--- config.mk ---
export PLATFORM = sky130hd
export DESIGN_NAME = multicycle_ctrl_flat
export DESIGN_NICKNAME = d
export VERILOG_FILES = /design/src/rtl/multicycle_ctrl_if.sv /design/src/rtl/multicycle_ctrl.sv /design/src/flat_wrapper.sv
export SDC_FILE = /design/constraint.sdc
export NUM_CORES = 1
export LEC_CHECK = 0
export ABC_AREA = 1
export CORE_AREA = 2 2 45 47
export DETAILED_ROUTE_END_ITERATION = 8
export DIE_AREA = 0 0 47 49
export PLACE_DENSITY = 0.7
export RECOVER_POWER = 50
export REMOVE_ABC_BUFFERS = 1
export SKIP_CTS_REPAIR_TIMING = 1
export SLEW_MARGIN = 20
export SYNTH_ARGS = -nofsm -noshare
export SYNTH_HDL_FRONTEND = slang
export SYNTH_SLANG_ARGS = --single-unit
--- constraint.sdc ---
create_clock -name clk -period 2.3 [get_ports clk]
set_clock_uncertainty 0.05 [all_clocks]
set_input_delay 0.23 -clock clk [delete_from_list [all_inputs] [get_ports clk]]
set_output_delay 0.23 -clock clk [all_outputs]
set_load 0.005 [all_outputs]
--- src/rtl/multicycle_ctrl_if.sv ---
// Controller-to-datapath bundle: opcode/mem_ready in, mux selects and enables out.
// The master side is the controller; the slave side is the datapath.
interface multicycle_ctrl_if #(
    parameter int STATE_W = 4
);
    logic [5:0]         opcode;
    logic               mem_ready;
    logic               pc_we;
    logic               pc_we_cond;
    logic               iord;
    logic               mem_rd;
    logic               mem_wr;
    logic               ir_we;
    logic               reg_dst;
    logic               mem_to_reg;
    logic               reg_we;
    logic               alu_src_a;
    logic [1:0]         alu_src_b;
    logic [1:0]         alu_op;
    logic [1:0]         pc_src;
    logic               illegal_op;
    logic [STATE_W-1:0] state_o;

    modport master (
        input  opcode, mem_ready,
        output pc_we, pc_we_cond, iord, mem_rd, mem_wr, ir_we, reg_dst, mem_to_reg,
               reg_we, alu_src_a, alu_src_b, alu_op, pc_src, illegal_op, state_o
    );

    modport slave (
        output opcode, mem_ready,
        input  pc_we, pc_we_cond, iord, mem_rd, mem_wr, ir_we, reg_dst, mem_to_reg,
               reg_we, alu_src_a, alu_src_b, alu_op, pc_src, illegal_op, state_o
    );
endinterface

--- src/rtl/multicycle_ctrl.sv ---
// Multi-cycle MIPS main controller: Moore FSM sequencing the shared ALU and memory port.
// Latency with mem_ready high: BEQ/J 3, R/ADDI/SW 4, LW 5 cycles.
// Memory states hold with mem_rd/mem_wr asserted until mem_ready completes the access.
module multicycle_ctrl #(
    parameter int          STATE_W  = 4,
    parameter logic [5:0]  OP_RTYPE = 6'h00,
    parameter logic [5:0]  OP_LW    = 6'h23,
    parameter logic [5:0]  OP_SW    = 6'h2B,
    parameter logic [5:0]  OP_BEQ   = 6'h04,
    parameter logic [5:0]  OP_ADDI  = 6'h08,
    parameter logic [5:0]  OP_J     = 6'h02
) (
    input  logic                clk,
    input  logic                rst_n,
    multicycle_ctrl_if.master   bus
);

    typedef enum logic [3:0] {
        FETCH  = 4'd0,
        DECODE = 4'd1,
        MEMADR = 4'd2,
        MEMRD  = 4'd3,
        MEMWB  = 4'd4,
        MEMWR  = 4'd5,
        EXEC   = 4'd6,
        ALUWB  = 4'd7,
        BRANCH = 4'd8,
        ADDIEX = 4'd9,
        ADDIWB = 4'd10,
        JUMP   = 4'd11
    } state_t;

    state_t state_q, state_d;

    always_ff @(posedge clk or negedge rst_n) begin
        if (!rst_n) state_q <= FETCH;
        else        state_q <= state_d;
    end

    always_comb begin
        state_d        = FETCH;
        bus.pc_we      = 1'b0;
        bus.pc_we_cond = 1'b0;
        bus.iord       = 1'b0;
        bus.mem_rd     = 1'b0;
        bus.mem_wr     = 1'b0;
        bus.ir_we      = 1'b0;
        bus.reg_dst    = 1'b0;
        bus.mem_to_reg = 1'b0;
        bus.reg_we     = 1'b0;
        bus.alu_src_a  = 1'b0;
        bus.alu_src_b  = 2'b00;
        bus.alu_op     = 2'b00;
        bus.pc_src     = 2'b00;
        bus.illegal_op = 1'b0;
        bus.state_o    = STATE_W'(state_q);

        case (state_q)
            FETCH: begin
                bus.mem_rd    = 1'b1;
                bus.alu_src_b = 2'b01;
                // IR/PC load only on the completing cycle so a stalled fetch advances once
                bus.ir_we     = bus.mem_ready;
                bus.pc_we     = bus.mem_ready;
                state_d       = bus.mem_ready ? DECODE : FETCH;
            end
            DECODE: begin
                bus.alu_src_b = 2'b11;
                if (bus.opcode == OP_LW || bus.opcode == OP_SW) state_d = MEMADR;
                else if (bus.opcode == OP_RTYPE)                state_d = EXEC;
                else if (bus.opcode == OP_BEQ)                  state_d = BRANCH;
                else if (bus.opcode == OP_ADDI)                 state_d = ADDIEX;
                else if (bus.opcode == OP_J)                    state_d = JUMP;
                else                                            bus.illegal_op = 1'b1;
            end
            MEMADR: begin
                bus.alu_src_a = 1'b1;
                bus.alu_src_b = 2'b10;
                if (bus.opcode == OP_LW)      state_d = MEMRD;
                else if (bus.opcode == OP_SW) state_d = MEMWR;
            end
            MEMRD: begin
                bus.mem_rd = 1'b1;
                bus.iord   = 1'b1;
                state_d    = bus.mem_ready ? MEMWB : MEMRD;
            end
            MEMWB: begin
                bus.reg_we     = 1'b1;
                bus.mem_to_reg = 1'b1;
            end
            MEMWR: begin
                bus.mem_wr = 1'b1;
                bus.iord   = 1'b1;
                state_d    = bus.mem_ready ? FETCH : MEMWR;
            end
            EXEC: begin
                bus.alu_src_a = 1'b1;
                bus.alu_op    = 2'b10;
                state_d       = ALUWB;
            end
            ALUWB: begin
                bus.reg_we  = 1'b1;
                bus.reg_dst = 1'b1;
            end
            BRANCH: begin
                bus.alu_src_a  = 1'b1;
                bus.alu_op     = 2'b01;
                bus.pc_we_cond = 1'b1;
                bus.pc_src     = 2'b01;
            end
            ADDIEX: begin
                bus.alu_src_a = 1'b1;
                bus.alu_src_b = 2'b10;
                state_d       = ADDIWB;
            end
            ADDIWB: begin
                bus.reg_we = 1'b1;
            end
            JUMP: begin
                bus.pc_we  = 1'b1;
                bus.pc_src = 2'b10;
            end
            default: state_d = FETCH;
        endcase
    end

endmodule

--- src/flat_wrapper.sv ---
// flat-port wrapper written by rule: the top's interface ports become plain ports
module multicycle_ctrl_flat 
#(
    parameter int          STATE_W  = 4,
    parameter logic [5:0]  OP_RTYPE = 6'h00,
    parameter logic [5:0]  OP_LW    = 6'h23,
    parameter logic [5:0]  OP_SW    = 6'h2B,
    parameter logic [5:0]  OP_BEQ   = 6'h04,
    parameter logic [5:0]  OP_ADDI  = 6'h08,
    parameter logic [5:0]  OP_J     = 6'h02
)
  (clk, rst_n, bus_opcode, bus_mem_ready, bus_pc_we, bus_pc_we_cond, bus_iord, bus_mem_rd, bus_mem_wr, bus_ir_we, bus_reg_dst, bus_mem_to_reg, bus_reg_we, bus_alu_src_a, bus_alu_src_b, bus_alu_op, bus_pc_src, bus_illegal_op, bus_state_o);
  multicycle_ctrl_if #(.STATE_W(STATE_W)) bus_i ();
  input  logic clk;
  input  logic rst_n;
  input wire logic [$bits(bus_i.opcode)-1:0] bus_opcode;
  input wire logic [$bits(bus_i.mem_ready)-1:0] bus_mem_ready;
  output wire logic [$bits(bus_i.pc_we)-1:0] bus_pc_we;
  output wire logic [$bits(bus_i.pc_we_cond)-1:0] bus_pc_we_cond;
  output wire logic [$bits(bus_i.iord)-1:0] bus_iord;
  output wire logic [$bits(bus_i.mem_rd)-1:0] bus_mem_rd;
  output wire logic [$bits(bus_i.mem_wr)-1:0] bus_mem_wr;
  output wire logic [$bits(bus_i.ir_we)-1:0] bus_ir_we;
  output wire logic [$bits(bus_i.reg_dst)-1:0] bus_reg_dst;
  output wire logic [$bits(bus_i.mem_to_reg)-1:0] bus_mem_to_reg;
  output wire logic [$bits(bus_i.reg_we)-1:0] bus_reg_we;
  output wire logic [$bits(bus_i.alu_src_a)-1:0] bus_alu_src_a;
  output wire logic [$bits(bus_i.alu_src_b)-1:0] bus_alu_src_b;
  output wire logic [$bits(bus_i.alu_op)-1:0] bus_alu_op;
  output wire logic [$bits(bus_i.pc_src)-1:0] bus_pc_src;
  output wire logic [$bits(bus_i.illegal_op)-1:0] bus_illegal_op;
  output wire logic [$bits(bus_i.state_o)-1:0] bus_state_o;
  assign bus_i.opcode = bus_opcode;
  assign bus_i.mem_ready = bus_mem_ready;
  assign bus_pc_we = bus_i.pc_we;
  assign bus_pc_we_cond = bus_i.pc_we_cond;
  assign bus_iord = bus_i.iord;
  assign bus_mem_rd = bus_i.mem_rd;
  assign bus_mem_wr = bus_i.mem_wr;
  assign bus_ir_we = bus_i.ir_we;
  assign bus_reg_dst = bus_i.reg_dst;
  assign bus_mem_to_reg = bus_i.mem_to_reg;
  assign bus_reg_we = bus_i.reg_we;
  assign bus_alu_src_a = bus_i.alu_src_a;
  assign bus_alu_src_b = bus_i.alu_src_b;
  assign bus_alu_op = bus_i.alu_op;
  assign bus_pc_src = bus_i.pc_src;
  assign bus_illegal_op = bus_i.illegal_op;
  assign bus_state_o = bus_i.state_o;
  multicycle_ctrl #(.STATE_W(STATE_W), .OP_RTYPE(OP_RTYPE), .OP_LW(OP_LW), .OP_SW(OP_SW), .OP_BEQ(OP_BEQ), .OP_ADDI(OP_ADDI), .OP_J(OP_J)) u_core (.clk(clk), .rst_n(rst_n), .bus(bus_i));
endmodule
[Word level (Yosys, flattened, before mapping)]
Cells that the tools add are included.
Word-level totals
  flip-flop bits (word level): 4
  memory bits (read-only): 0
  bits of input ports: 9
  logic and storage cells: 55
  bits in latches: 0
  RAM bits: 0
  output and inout bits: 21
  memories: 0
Cells by class
  $lt $le $gt $ge: 0
  $mul: 0
  bitwise operators: 0
  reductions and logical operators: 8
  div/mod/pow operators: 0
  muxes and demuxes: 30
  $add $sub $neg: 0
  shift operators: 0
  eq/ne operators: 16
Operator list (number)
  one-hot mux 4 bit (7 select lines): 1
  two-way mux 4 bit: 6
  equality test 4 x 3 -> 1 bit (second input constant): 4
  equality test 4 bit (second input constant): 4
  two-way mux 1 bit: 16
  equality test 6 bit (second input constant): 2
  two-way mux 3 bit: 3
  equality test 4 x 2 -> 1 bit (second input constant): 2
  one-hot mux 2 bit (2 select lines): 2
  equality test 6 x 2 -> 1 bit (second input constant): 1
  equality test 6 x 3 -> 1 bit (second input constant): 1
  equality test 6 x 4 -> 1 bit (second input constant): 1
  logical NOT 6 bit: 1
  one-hot mux 2 bit (3 select lines): 1
  OR reduction 2 bit: 3
  equality test 4 x 1 -> 1 bit (second input constant): 1
  logical NOT 4 bit: 1
  OR reduction 4 bit: 1
  OR reduction 3 bit: 1
  one-hot mux 1 bit (2 select lines): 1
  logical OR 1 bit: 1

[Longest topological paths before layout]
Gate-level depths: netlist of the first run.
  depth in word-level cells: 7
  gate-level depth with buffers: 7
  gate-level depth less buffers: 7

[Least setup slack after synthesis of the first run]
Ideal clock, no wire load.
  path kind: register to output
  start: register u_core.state_q[1] (netlist: u_core.bus.state_o[1])
  end: output port bus_alu_op[0]
  buffers on the path: 1
  arrival time: 1008 ps
  stages on the path, launching flop included: 5
  data required time: 2020 ps
  setup slack: 1012 ps
  path through: dfrtp_1 nor2_1 inv_1 nor2_1 buf_4
On the way
  longest elaborated chain between the ends: 2
  elaborated cells between the ends (all ways): 3
  those cells by class: eq/ne (2); mux (1)
Ends and longest elaborated chain
  from (decl): line multicycle_ctrl.sv:33  | state_t state_q, state_d;
  from (signal assigned): line multicycle_ctrl.sv:37  | else state_q <= state_d;
  equality test 4 bit or equality test 4 x 3 -> 1 bit (tied branches): line multicycle_ctrl.sv:58  | case (state_q)
  one-hot mux 2 bit (2 select lines) *: line multicycle_ctrl.sv:58
  to (decl): line flat_wrapper.sv:29  | output wire logic [$bits(bus_i.alu_op)-1:0] bus_alu_op;
Mark *: on every way between the ends. The rest lies on a longest branch, timed or not.

[Worst setup path after layout of the first run]
  start: input port bus_opcode[2]
  end: output port bus_illegal_op
On the way
  longest elaborated chain between the ends: 7
  elaborated cells between the ends (all ways): 13
  those cells by class: eq/ne (5); mux (6); reduce/logical (2)
Ends and longest elaborated chain
  from (decl): line flat_wrapper.sv:16  | input wire logic [$bits(bus_i.opcode)-1:0] bus_opcode;
  equality test 6 x 2 -> 1 bit: line multicycle_ctrl.sv:73  | else if (bus.opcode == OP_J) state_d = JUMP;
  two-way mux 1 bit: line multicycle_ctrl.sv:73
  two-way mux 1 bit: line multicycle_ctrl.sv:72  | else if (bus.opcode == OP_ADDI) state_d = ADDIEX;
  two-way mux 1 bit: line multicycle_ctrl.sv:71  | else if (bus.opcode == OP_BEQ) state_d = BRANCH;
  two-way mux 1 bit: line multicycle_ctrl.sv:70  | else if (bus.opcode == OP_RTYPE) state_d = EXEC;
  two-way mux 1 bit *: line multicycle_ctrl.sv:69  | if (bus.opcode == OP_LW || bus.opcode == OP_SW) state_d = MEMADR;
  two-way mux 1 bit *: line multicycle_ctrl.sv:58
  to (decl): line flat_wrapper.sv:31  | output wire logic [$bits(bus_i.illegal_op)-1:0] bus_illegal_op;
Marks and branches as above.

==> results of run 1 <==
## routing by layer
| metal | part of all wire [%] | global-route usage [%] |
|---|---|---|
| met1 | 42 | 15.42 |
| met2 | 49 | 21.69 |
| met3 | 8.3 | 2.222 |
| met4 | 0.62 | 7.870 |
| met5 | 0 | 0 |
## cell type report
cell class                      instances  area [sq um]  area share, %
Inverter                               16         60.06          7.143
Sequential cell                         4         100.1          11.90
Tap cell                               27         33.78          4.018
Multi-Input combinational cell         70         334.1          39.73
Clock buffer                            3         22.52          2.679
Timing Repair Buffer                   29         290.3          34.52
## cell families after synthesis
kind of cell,count (synthesis),synth area share (%)
flip-flops,4,19.28
buffers and inverters,18,14.46
AO/OA/AOI/OAI,6,5.783
AND/OR/NAND/NOR,64,60.48
## cell usage after synthesis
library cell  instances  area [sq um]
nand2_2               6         37.54
nor2_4                2         22.52
nor2_2                5         31.28
nand4_1               3         18.77
inv_1                13         48.80
dfrtp_1               4         100.1
nand3_1              14         70.07
nor2_1               19         71.32
nand3_2               1         10.01
buf_4                 2         15.01
o21ai_0               6         30.03
inv_2                 3         11.26
nand2_1              14         52.55
## per-stage QoR
step,instances,area [sq um],utilization [%],worst slack [ns]
2_1_floorplan,90,504.2,-,0.9565
3_3_place_gp,146,828.3,44.97,0.3697
3_5_place_dp,146,828.3,44.97,0.3259
4_1_cts,149,850.8,46.20,0.2071
5_1_grt,149,840.8,45.65,0.04253
6_report,149,840.8,45.65,0.2078
## worst max path at each step
stage	from	end	slack, ns	depth (start not counted)
floorplan	u_core.bus.state_o[1]	bus_alu_src_a	0.96	5
global route	u_core.bus.state_o[1]	bus_alu_src_a	0.04	6
finish	bus_opcode[2]	bus_illegal_op	0.21	6
CTS	u_core.bus.state_o[1]	bus_alu_src_a	0.21	6
detailed placement	bus_opcode[2]	bus_illegal_op	0.33	6
global placement	bus_opcode[2]	bus_illegal_op	0.37	6
## report_power, final
group          internal [mW]  switching (mW)  total (mW)
Combinational         0.0661          0.0567       0.123
Sequential            0.0749         0.00629      0.0812
Clock                 0.0583          0.0282      0.0865
## worst reg2reg max path, cell delays in order, from the launching register on
cell and delay, ns:
dfrtp_1 0.42, inv_1 0.07, nand2_1 0.22, nor2_4 0.08, nand3_1 0.07, nand2_1 0.05
nor2_1 0.10, nand2_1 0.07
==> summary.md, run 1 <==
| Metric | Value |
|---|---|
| WP buf/inv | 2 |
| Final hold violation count | 0 |
| Iteration-0 DRC Markers | 28 |
| Starting Density | about 28% |
| Hold Path Class | input pin to asynchronous set/reset pin |
| DRC viols | 0 |
| Setup slack, reg-to-reg | 1.06 ns |
| Total core area | 1842 sq um |
| Gp weighted congestion | about 0.86 |
| HPWL Detailed | 1233 um |
| Fin nets | 133 |
| Global-route usage over all layers | 13.29% |
| Achievable Freq | between 400 and 500 MHz |
| Slowest stage delay, CP | slightly below 0.6 ns |
| TNS Setup | 0 ns |
| Worst r2r dst | u_core.bus.state_o[1] |
| Die width | 47 um |
| Post-Syn Instances | 92 |
| Std cell rows | 16 |
| H-tree levels | 1 |
| Die ar. | 2303 sq um |
| Leak Pwr | between 0.4 and 0.5 nW |
| Crit path max-delay family | buffers and inverters |
| Max Slew Vio Count | 0 |
| Crit path capture type | output port |
| Num CTS Buffers | 3 |
| Final total power | 0.2905 mW |
| FILL cells | 208 |
| Outcome | finished clean |
| Kind of critical path | input pin to output port |
| Post-Synthesis Cell Area | 519.2 sq um |
| RR Startpoint | u_core.bus.state_o[2] |
| Crit path DAT | 1.81 ns |
| Synthesized flop and latch total | 4 |
| Slowest-stage cell, CP | dlygate4sd3_1 |
| Drt wl/cell | 9.698 um |
| P&R area growth vs syn | 61.93% |
| Hold slack | 0.2055 ns |
| Max_slew headroom | roughly four fifths |
| Worst EP required | 2.02 ns |
| First-pass GRT wire length | roughly 2200 um |
| Ports | 30 |
| Via count | 675 |
| Sequential area share after synthesis | 19.28% |
| Worst skew pair latency | 0.24 ns |
| Drt pass-1 iters | 4 |
| Largest net degree at the start of global routing | 7 |
| Commonest non-fill, non-tap cell in the layout | clkdlybuf4s50_1 |
| Via/cell ratio | about 4.5 |
| Clock tree buffer depth | 2 |
| Synthesized area per cell | 5.644 sq um |
| Clk slew on worst S/H paths | 0.04 ns |
| Largest register FFs | 4 |
| Number of global-route vias before repair | 562 |
| Initial antenna violation count | 0 |
| Die H | 49 um |
| Least-Margin Pin Slew | 0.2692 ns |
| Startpoint types | input pin |
| Routed Wire Length | 1445 um |
| Final Setup Violations | 0 |
| Unrepaired setup endpoints after global routing | false |
| Port bufs | 29 |
| ANT cells | 0 |
| Clk root buf | clkbuf_4 |
| Reg2Reg Depth | 7 |
| GRT overflow | 0 |
| CP Max Fanout | 4 |
| Commonest cells after routing, fill and taps aside | clkdlybuf4s50_1, nor2_1, nand2_1, nand3_1, inv_1 |
| Clock sink total | 4 |
| Share of cells above drive strength 1 | 13.93% |
| Post-DRT Antenna Nets | 0 |
| Worst VDD drop | 143.0 uV |
| Min cycle time layout | 2.092 ns |
| Yosys cell types | 13 |
| Max-Cap Viols | 0 |
| Pwr per Cell Area | between 300 and 400 nW/um^2 |
| CTS tree | yes |
| Synth Warn # | 0 |
| Crit path cell chain | dlygate4sd3_1 -> nor2_1 -> nand3_1 -> nand3_1 -> nor2_1 -> clkdlybuf4s50_1 |
| Crit share post-route | 90.97% |
Note: power is estimated with default switching activity, not from simulation.
==> run 2, diff against run 1 <==
Settings changed: PLACE_DENSITY 0.7 to not set.
==> summary.md, run 2 (same netlist as run 1, synthesis figures left out) <==
| Metric | Value |
|---|---|
| Clock sink total | 4 (unchanged) |
| Commonest non-fill, non-tap cell in the layout | clkdlybuf4s50_1 |
| Max_slew headroom | 81.22% (-0.76 points) |
| Crit path cell chain | dlygate4sd3_1 -> nor2_1 -> nand4_1 -> nand3_1 -> nor2_1 -> clkdlybuf4s50_1 |
| Largest register FFs | 4 (unchanged) |
| GRT overflow | 0 (unchanged) |
| Drt wl/cell | 9.168 um (-5.5%) |
| DRC viols | 0 (unchanged) |
| Commonest cells after routing, fill and taps aside | clkdlybuf4s50_1, nor2_1, nand2_1 |
| WP buf/inv | 2 (unchanged) |
| Ports | 30 (unchanged) |
| Area post-placement | 828.3 sq um (unchanged) |
| Startpoint types | input pin |
| Std cell rows | 16 (unchanged) |
| Max Slew Vio Count | 0 (unchanged) |
| Unrepaired setup endpoints after global routing | false |
| Leak Pwr | 0.4216 nW (+0.88%) |
| Max-Cap Viols | 0 (unchanged) |
| Slowest-stage cell, CP | dlygate4sd3_1 |
| Outcome | finished clean |
| Gp weighted congestion | 0.8315 (-2.8%) |
| Largest net degree at the start of global routing | 7 (unchanged) |
| CP Max Fanout | 4 (unchanged) |
| Worst EP required | 2.02 ns (about the same) |
| Num CTS Buffers | 3 (unchanged) |
| Clk slew on worst S/H paths | 0.04 ns (about the same) |
| Die H | 49 um (unchanged) |
| TNS Setup | 0 ns (unchanged) |
| ANT cells | 0 (unchanged) |
| Crit path top cell by count | nor2_1 |
| Die width | 47 um (unchanged) |
| Crit path max-delay family | buffers and inverters |
| Share of cells above drive strength 1 | 15.57% (+1.6 points) |
| Via/cell ratio | 4.557 (+0.59%) |
| Number of global-route vias before repair | 603 (+7.3%) |
| Drt pass-1 iters | 5 (+1) |
| FILL cells | 213 (+2.4%) |
| Worst skew pair latency | 0.23 ns (about the same) |
| Achievable Freq | 477.4 MHz (-0.12%) |
| Clk root buf | clkbuf_4 |
| Min cycle time layout | 2.095 ns (+0.002431 ns) |
| Pwr per Cell Area | 342.8 nW/um^2 (-0.80%) |
| Fin nets | 133 (unchanged) |
| Port bufs | 29 (unchanged) |
| Via count | 679 (+0.59%) |
| Post-DRT Antenna Nets | 0 (unchanged) |
| Crit share post-route | 91.07% (+0.11 points) |
| Kind of critical path | input pin to output port |
| Clock tree buffer depth | 2 (unchanged) |
| Global-route usage over all layers | 13.81% (+0.52 points) |
| Crit path DAT | 1.81 ns (about the same) |
| Setup WS pre-CTS | 0.3408 ns (+0.01490 ns) |
| P&R area growth vs syn | 63.37% |
| Iteration-0 DRC Markers | 19 (-32%) |
| Final hold violation count | 0 (unchanged) |
| Starting Density | 28.19% (unchanged) |
| Initial antenna violation count | 0 (unchanged) |
| H-tree levels | 1 (unchanged) |
| Slowest stage delay, CP | 0.57 ns (about the same) |
| First-pass GRT wire length | 2373 um (+7.5%) |
| Final Setup Violations | 0 (unchanged) |
| Final Instance Area | 848.3 sq um (+0.89%) |
| Least-Margin Pin Slew | 0.2806 ns (+0.01142 ns) |
| Hold Path Class | input pin to asynchronous set/reset pin |
| HPWL Detailed | 1193 um (-3.3%) |
| Total core area | 1842 sq um (unchanged) |
| Die ar. | 2303 sq um (unchanged) |
| Post-route setup slack | 0.2054 ns (-0.002431 ns) |
| Worst VDD drop | 211.7 uV (+48%) |
| CTS tree | yes |
| Crit path capture type | output port |
| Routed Wire Length | 1366 um (-5.5%) |
[run 2: cell types whose count changed in the layout (fill, tap and decap cells not counted), sizes merged]
| cell | delta |
|---|---|
| clkdlybuf4s50 | -1 |
| dlygate4sd3 | +1 |
[run 2: where the power goes]
group | leakage, nW | switching (mW) | total, mW | internal (mW)
clock network | 0.0138 | 0.0281 | 0.0864 | 0.0583
registers | 0.0542 | 0.00649 | 0.0814 | 0.0749
logic | 0.354 | 0.0568 | 0.123 | 0.0662
[run 2: worst reg2reg max path, delay by kind of cell (launching register included)]
family,cells,cell delay (ns)
buf+inv,2,0.16
flops,1,0.37
simple gates,5,0.56
[run 2: worst paths after layout]
path	from	endpoint	slack, ns	depth (start not counted)
hold reg to reg	u_core.bus.state_o[3]	u_core.bus.state_o[2]	0.63	3
hold / removal	rst_n	u_core.bus.state_o[1]	0.21	1
setup reg to reg	u_core.bus.state_o[3]	u_core.bus.state_o[2]	1.08	7
setup / recovery	bus_opcode[0]	bus_illegal_op	0.21	6
max in group asynchronous	rst_n	u_core.bus.state_o[2]	1.83	1
min in group clk	u_core.bus.state_o[3]	u_core.bus.state_o[2]	0.63	3
[run 2: area by class of cell]
type	instances	area [sq um]	share of cell area [%]
flip-flops and latches	4	100.1	11.80
well taps	27	33.78	3.982
inverters	16	60.06	7.080
clock buffers	3	22.52	2.655
repair buffers	29	290.3	34.22
multi-input cells	70	341.6	40.27
[run 2: per-stage QoR]
stage	power (mW)	hold WS (ns)	instances	utilization [%]
2_1_floorplan	0.1363	-0.1156	90	-
3_3_place_gp	0.2087	0.3869	146	44.97
3_5_place_dp	0.2094	0.3869	146	44.97
4_1_cts	0.2969	0.1396	149	46.20
5_1_grt	0.3164	0.2201	149	46.06
6_report	0.2908	0.2085	149	46.06
[run 2: metal layers]
layer	vias up	part of all wire, %	global-route usage, %
met1	292	43	15.26
met4	0	1.2	6.944
li1	351	-	-
met5	-	0	0
met3	3	6.9	2.222
met2	33	49	23.97
